## src/rtl/pipeline_ctrl.sv

```systemverilog
// pipeline_ctrl: hazard and sequencing controller for the five-stage pipeline.
// Decodes the D-stage (F/D) and X-stage (D/X) instructions. It drives the latch
// enables and bubble selects for load-use stalls, multdiv stalls and
// branch/jump flushes. It also runs the multdiv start/wait sequence and a
// saturating stall-cycle counter.
module pipeline_ctrl #(
  parameter int MD_CYCLES = 32
) (
  input  logic        clk,
  input  logic        clr_n,
  input  logic [31:0] fd_ir,
  input  logic [31:0] dx_ir,
  input  logic        x_redirect,
  output logic        pc_en,
  output logic        fd_en,
  output logic        fd_nop,
  output logic        dx_en,
  output logic        dx_nop,
  output logic        xm_en,
  output logic        xm_nop,
  output logic        mw_en,
  output logic        md_start,
  output logic        md_busy,
  output logic [15:0] stall_count
);

  localparam logic [4:0] OP_RTYPE = 5'b00000;
  localparam logic [4:0] OP_LW    = 5'b01000;
  localparam logic [4:0] OP_SW    = 5'b00111;
  localparam logic [4:0] OP_BNE   = 5'b00010;
  localparam logic [4:0] OP_BLT   = 5'b00110;
  localparam logic [4:0] ALU_MUL  = 5'b00110;
  localparam logic [4:0] ALU_DIV  = 5'b00111;

  // BUSY counts down from here to zero, so start plus BUSY equals MD_CYCLES
  localparam logic [7:0] MD_LOAD  = 8'(MD_CYCLES - 2);

  typedef enum logic [1:0] {
    IDLE = 2'd0,
    BUSY = 2'd1,
    DONE = 2'd2
  } mdState_e;

  mdState_e    state_q, state_d;
  logic [7:0]  mdCnt_q, mdCnt_d;
  logic [15:0] stallCnt_q, stallCnt_d;

  logic [4:0] fdOp, fdRd, fdRs, fdRt;
  logic [4:0] dxOp, dxRd, dxAluop;
  logic       dxIsLw, dxIsMd, fdIsRtype, fdUsesRdField;
  logic       loadUse, mdStall, stallNow;
  logic       unused_ok;

  assign fdOp    = fd_ir[31:27];
  assign fdRd    = fd_ir[26:22];
  assign fdRs    = fd_ir[21:17];
  assign fdRt    = fd_ir[16:12];
  assign dxOp    = dx_ir[31:27];
  assign dxRd    = dx_ir[26:22];
  assign dxAluop = dx_ir[6:2];

  assign unused_ok = ^{fd_ir[11:0], dx_ir[21:7], dx_ir[1:0]};

  // Hazard decode: load-use between X and D, and mul/div sitting in X
  always_comb begin
    dxIsLw        = (dxOp == OP_LW);
    dxIsMd        = (dxOp == OP_RTYPE) && ((dxAluop == ALU_MUL) || (dxAluop == ALU_DIV));
    fdIsRtype     = (fdOp == OP_RTYPE);
    fdUsesRdField = (fdOp == OP_SW) || (fdOp == OP_BNE) || (fdOp == OP_BLT);
    loadUse       = dxIsLw && (dxRd != 5'd0) &&
                    ((fdRs == dxRd) ||
                     (fdIsRtype && (fdRt == dxRd)) ||
                     (fdUsesRdField && (fdRd == dxRd)));
    mdStall       = ((state_q == IDLE) && dxIsMd) || (state_q == BUSY);
    stallNow      = mdStall || (loadUse && !x_redirect);
  end

  // Latch control with priority multdiv stall, then redirect, then load-use
  always_comb begin
    pc_en    = 1'b1;
    fd_en    = 1'b1;
    fd_nop   = 1'b0;
    dx_en    = 1'b1;
    dx_nop   = 1'b0;
    xm_en    = 1'b1;
    xm_nop   = 1'b0;
    mw_en    = 1'b1;
    md_start = (state_q == IDLE) && dxIsMd;
    md_busy  = md_start || (state_q == BUSY) || (state_q == DONE);
    if (mdStall) begin
      pc_en  = 1'b0;
      fd_en  = 1'b0;
      dx_en  = 1'b0;
      xm_nop = 1'b1;
    end else if (x_redirect) begin
      fd_nop = 1'b1;
      dx_nop = 1'b1;
    end else if (loadUse) begin
      pc_en  = 1'b0;
      fd_en  = 1'b0;
      dx_nop = 1'b1;
    end
  end

  // Next state of the multdiv sequencer and the saturating stall counter
  always_comb begin
    state_d    = state_q;
    mdCnt_d    = mdCnt_q;
    stallCnt_d = stallCnt_q;
    case (state_q)
      IDLE: begin
        if (dxIsMd) begin
          state_d = BUSY;
          mdCnt_d = MD_LOAD;
        end
      end
      BUSY: begin
        if (mdCnt_q == 8'd0) begin
          state_d = DONE;
        end else begin
          mdCnt_d = mdCnt_q - 8'd1;
        end
      end
      DONE:    state_d = IDLE;
      default: state_d = IDLE;
    endcase
    if (stallNow && (stallCnt_q != 16'hFFFF)) begin
      stallCnt_d = stallCnt_q + 16'd1;
    end
  end

  // State registers, cleared asynchronously by clr_n
  always_ff @(posedge clk or negedge clr_n) begin
    if (!clr_n) begin
      state_q    <= IDLE;
      mdCnt_q    <= 8'd0;
      stallCnt_q <= 16'd0;
    end else begin
      state_q    <= state_d;
      mdCnt_q    <= mdCnt_d;
      stallCnt_q <= stallCnt_d;
    end
  end

  assign stall_count = stallCnt_q;

endmodule
```

## config.mk

```make
export PLATFORM = sky130hd
export DESIGN_NAME = pipeline_ctrl
export DESIGN_NICKNAME = d
export VERILOG_FILES = /design/src/rtl/pipeline_ctrl.sv
export SDC_FILE = /design/constraint.sdc
export NUM_CORES = 1
export LEC_CHECK = 0
export ABC_CLOCK_PERIOD_IN_PS = 2580
export BUFFER_PORTS_ARGS = -buffer_cell sky130_fd_sc_hd__buf_2
export CAP_MARGIN = 25
export CORE_AREA = 2 2 81 52
export CTS_BUF_LIST = sky130_fd_sc_hd__clkbuf_16
export DETAILED_ROUTE_END_ITERATION = 8
export DIE_AREA = 0 0 83 54
export PLACE_DENSITY = 0.76
export REMOVE_ABC_BUFFERS = 1
export SLEW_MARGIN = 20
export SYNTH_ARGS = -nofsm -noshare
export SYNTH_HDL_FRONTEND = slang
export SYNTH_SLANG_ARGS = --single-unit
```

## constraint.sdc

```tcl
create_clock -name clk -period 2.58 [get_ports clk]
set_input_delay 0.129 -clock clk [delete_from_list [all_inputs] [get_ports clk]]
set_output_delay 0.129 -clock clk [all_outputs]
set_load 0.03 [all_outputs]
```

# Word-level counts from Yosys, hierarchy flattened
# Cells that the tools add are included.
# word_totals
wordCells	61
output_inout_bits	26
ff_bits	26
inputBits	67
# op_classes
n_addsub	2
muxes	16
eq_ne	15
n_reduce_logical	25
# op_table
op	n
== test 5 x 3 -> 1 bit, second input constant	4
adder 16 x 1 -> 16 bit, second input constant	1
2-to-1 mux 8 bit	2
!= test 16 bit, second input constant	1
case mux 8 bit (2 select lines)	1
== test 5 bit	3
zero test 5 bit	2
2-to-1 mux 1 bit	10
logical AND 1 bit	8
zero test 8 bit	1
logical OR 1 bit	8
subtractor 8 x 1 -> 8 bit, second input constant	1
== test 5 x 2 -> 1 bit, second input constant	1
== test 5 x 4 -> 1 bit, second input constant	1
nonzero test 5 bit	1
2-to-1 mux 2 bit	2
!= test 2 bit, second input constant	2
case mux 2 bit (2 select lines)	1
AND reduction 3 bit	1
== test 2 x 1 -> 1 bit, second input constant	1
== test 2 bit, second input constant	1
zero test 2 bit	1
!= test 2 x 1 -> 1 bit, second input constant	1
AND reduction 2 bit	1
other kinds (2)	2

# Depth between registers and ports, before layout
# depth
word_depth	9
ltp_mapped	8
mapped_depth_nobuf	7

# Worst setup path before layout
# OpenSTA, ideal clock, no wires.
# synth_timing
kind	flip-flop to output port
from	reg state_q[1]
to	out pc_en
stages_incl_launch_ff	9
arrival_time_ps	2309
path_buffers	2
path_slack_ps	142
required_ps	2451
cell_sequence	dfrtp_1 nor4_1 nand4_1 inv_1 nor2_1 o31ai_4 buf_6 inv_1 buf_4
# synth_between
elab_chain_len	4
elab_cells_between_ends	5
cone_classes	eq/ne (1); mux (1); reduce/logical (3)
# synth_lines
item	line_no	rtl
start: declaration	44	mdState_e state_q, state_d;
start signal: assignment	139	state_q <= state_d;
zero test 2 bit	n/a	
logical AND 1 bit	n/a	
named net md_start	22	output logic md_start,
logical OR 1 bit	74	mdStall = ((state_q == IDLE) && dxIsMd) || (state_q == BUSY);
2-to-1 mux 1 bit	90	if (mdStall) begin
end: declaration	14	output logic pc_en,
# The timed path passes the listed nets, and every way through them passes these cells.

# Final worst setup path
# layout_timing
from	reg state_q[1]
to	out fd_en
# layout_between
elab_chain_len	4
elab_cells_between_ends	5
cone_classes	eq/ne (1); mux (1); reduce/logical (3)
# layout_lines
item	line_no	rtl
zero test 2 bit	74	
logical AND 1 bit	74	
logical OR 1 bit (*)	74	
2-to-1 mux 1 bit (*)	90	
end: declaration	15	output logic fd_en,
# Every way passes the cells marked *; elsewhere a longest branch is shown, timed or not.

==> metrics.md <==
| Metric | Value |
|---|---|
| Top Ports | `93` |
| Register bit total from synthesis | `26` |
| Largest net degree at the start of global routing | `27` |
| # diodes | `0` |
| Syn avg cell area | `9.913 um^2` |
| First-pass GRT wire length | `about 5500 um` |
| Post-synthesis async set-or-reset flop share | `100.0%` |
| P_leak | `0.9238 nW` |
| Critical path type | `reg -> out` |
| Hold Fails Final Rpt | `0` |
| Initial Util | `40.16%` |
| Dpl hpwl | `2648 um` |
| Rows | `18` |
| Register-to-Register Path Depth | `7` |
| Area delta synth->final | `29.45%` |
| Routed wire length | `3413 um` |
| CTS Buf Count | `3` |
| Worst Hold Path EP | `mdCnt_q[2]` |
| Gr usage total | `around 16%` |
| Sequential Power Share | `44.1%` |
| Share of cells above drive strength 1 | `31.96%` |
| Max Fclk | `~450 MHz` |
| P per Cell Area | `462.3 mW/mm^2` |
| Worst Tran Pin Value | `707.6 ps` |
| Internal power | `0.7518 mW` |
| Drt initial violations | `131` |
| WHS Path Cells | `3` |
| Reg2reg end | `stall_count[14]` |
| Post-route cell area | `~0.0020 mm^2` |
| Avg WL per Cell | `about 13 um` |
| Most common cell in the synthesized netlist | `dfrtp_1` |
| Final setup vio count | `0` |
| Count of cell types in the netlist | `34` |
| Top cells by instance count after synthesis | `26 x dfrtp_1, 22 x xnor2_1, 14 x nand3_1` |
| Yosys warns | `0` |
| R2r startpoint | `state_q[1]` |
| Unrepaired setup endpoints after global routing | `false` |
| Vias/cell | `5.037` |
| Vias in the first global route | `around 1,200` |
| CTS sink cnt | `26` |
| Psw | `0.1737 mW` |
| Combinational share of power | `under 10%` |
| Hold Slack | `287.1 ps` |
| Outcome | `finished clean` |
| Die H | `between 50 and 60 um` |
| Die width | `83 um` |
| Worst setup EP type | `primary output` |
| Ys flop type | `dfrtp_1` |
| Max-cap violations | `0` |
| Nets@finish | `290` |
| Die area | `0.004482 mm^2` |
| Htree depth | `1` |
| Worst hold path type | `in -> reg` |
| CTS tree | `yes` |
| Register area share after synthesis | `42.07%` |
| Worst R2R Setup Slack | `around 420 ps` |
| Final GP Congestion | `~0.74` |
| Critical Path Start Type | `register` |
| Worst-path fanout max | `17` |
| DRT Pass-1 Iters | `4` |
| Period utilisation layout | `roughly 86%` |
| Yosys top cell by area | `dfrtp_1` |
| Remaining DRCs | `0` |
| Worst Skew | `2.318 ps` |
| Post-synthesis cell area | `0.001546 mm^2` |
| Final Power | `between 0.9 and 1 mW` |
| CTS root buffer | `clkbuf_16` |
| Final global-route overflow total | `0` |
| Syn Inst Count | `156` |
| Worst EP arrival | `2080 ps` |
| Peak VDD IR | `0.3166 mV` |
| Clk Latency, worst-skew pair | `about 260 ps` |
| Final Max Slew Viols | `0` |
| Routed Antenna Nets | `0` |
| Max clock buf depth | `2` |
| Fin Setup TNS | `0 ps` |
| Tmin final | `2210 ps` |
| Share of the synthesized area in the top cell type | `42.07%` |
| Clock network fraction of total power | `roughly 48%` |
| WP data required | `2450 ps` |
| Initial antenna violation count | `0` |
| Port bufs | `60` |
| Area contributors post-synth | `dfrtp_1 42%, xnor2_1 12%, xor2_1 5.7%` |
| Slew HR | `52.83%` |
| Switching Share | `approximately a fifth` |
| DR vias | `1,355` |
| Post-synth EDFFs | `0` |
| Placed Instance Area | `0.001887 mm^2` |
| Hold_sp | `dx_ir[3]` |
| Core box area | `approximately 0.0039 mm^2` |
| Clock transition at the registers of the reported paths | `approximately 60 ps` |
-- layout by cell type, fill, tap and decap left out, drive strengths merged, types with 4 or more instances in the layout --
master | netlist | final
buf | 4 | 61
xnor2 | 22 | 22
inv | 7 | 7
nand3 | 14 | 14
nand4 | 10 | 10
and3 | 4 | 4
dfrtp | 26 | 26
nor4 | 6 | 6
nor2 | 9 | 9
xor2 | 10 | 10
nand2 | 8 | 8
o21ai | 5 | 5
-- layer usage --
metal / vias to the layer above / GRT usage, % / share of wire (%)
met5: - / 0 / 0
met4: 0 / 6.011 / 1.8
met3: 9 / 4.908 / 5.8
met2: 45 / 24.73 / 44
met1: 630 / 20.83 / 49
li1: 671 / - / -
-- layout make-up --
type | instances | area, um^2
Fill cell | 358 | 1849
Multi-Input combinational cell | 120 | 839.6
Sequential cell | 26 | 650.6
Timing Repair Buffer | 62 | 317.8
Clock buffer | 3 | 75.07
Tap cell | 50 | 62.56
Clock inverter | 1 | 30.03
Inverter | 7 | 26.28
-- worst max-delay path, stage by stage, from the launching register on --
cell and delay [ps]:
dfrtp_1 420, nor4_1 290, nand4_1 310, inv_1 150
nor2_1 120, o31ai_4 200, inv_1 120, buf_2 210
-- cells by family after synthesis --
| group | count (synthesis) | share of synthesized area [%] |
|---|---|---|
| other cells | 1 | 0.2425 |
| buf+inv | 11 | 3.884 |
| fa+ha+maj | 3 | 2.427 |
| mux | 3 | 2.184 |
| compound gates | 14 | 6.634 |
| flops | 26 | 42.07 |
| xor+xnor | 32 | 18.12 |
| simple gates | 66 | 24.43 |
-- metrics by stage --
step           util (%)  std cells  setup WS (ps)
5_1_grt           51.98        269          118.3
4_1_cts           51.98        269          358.4
2_1_floorplan         -        153          148.8
6_report          51.98        269          370.2
3_5_place_dp      48.99        264          345.3
3_3_place_gp      48.99        264          353.8
-- what timing repair did --
action	in CTS	in global routing
hold buffers	1	0
setup buffers	0	0
gates resized for setup	0	0
hold endpoints to repair	26	0
-- worst max path at each step --
| stage | from | to | slack (ps) | cells past startpoint |
|---|---|---|---|---|
| 2_1_floorplan | state_q[1] | dx_nop | 150 | 6 |
| 3_3_place_gp | dx_ir[22] | stall_count[12] | 350 | 8 |
| 3_5_place_dp | dx_ir[22] | stall_count[12] | 350 | 8 |
| 4_1_cts | state_q[1] | fd_en | 360 | 7 |
| 5_1_grt | state_q[1] | fd_en | 120 | 7 |
| 6_report | state_q[1] | fd_en | 370 | 7 |
-- registers in the layout, summed over array words and instances (netlist names) --
signal	cells
state_q	2
stall_count	16
mdCnt_q	8
-- power groups by stage --
stage / logic [mW] / registers, mW / clock network [mW]
2_1_floorplan: 0.0279 / 0.416 / 0
3_3_place_gp: 0.0724 / 0.415 / 0
3_5_place_dp: 0.0735 / 0.415 / 0
4_1_cts: 0.0750 / 0.408 / 0.453
5_1_grt: 0.0829 / 0.407 / 0.467
6_report: 0.0741 / 0.408 / 0.444
Power figures use the tool's default switching activity.
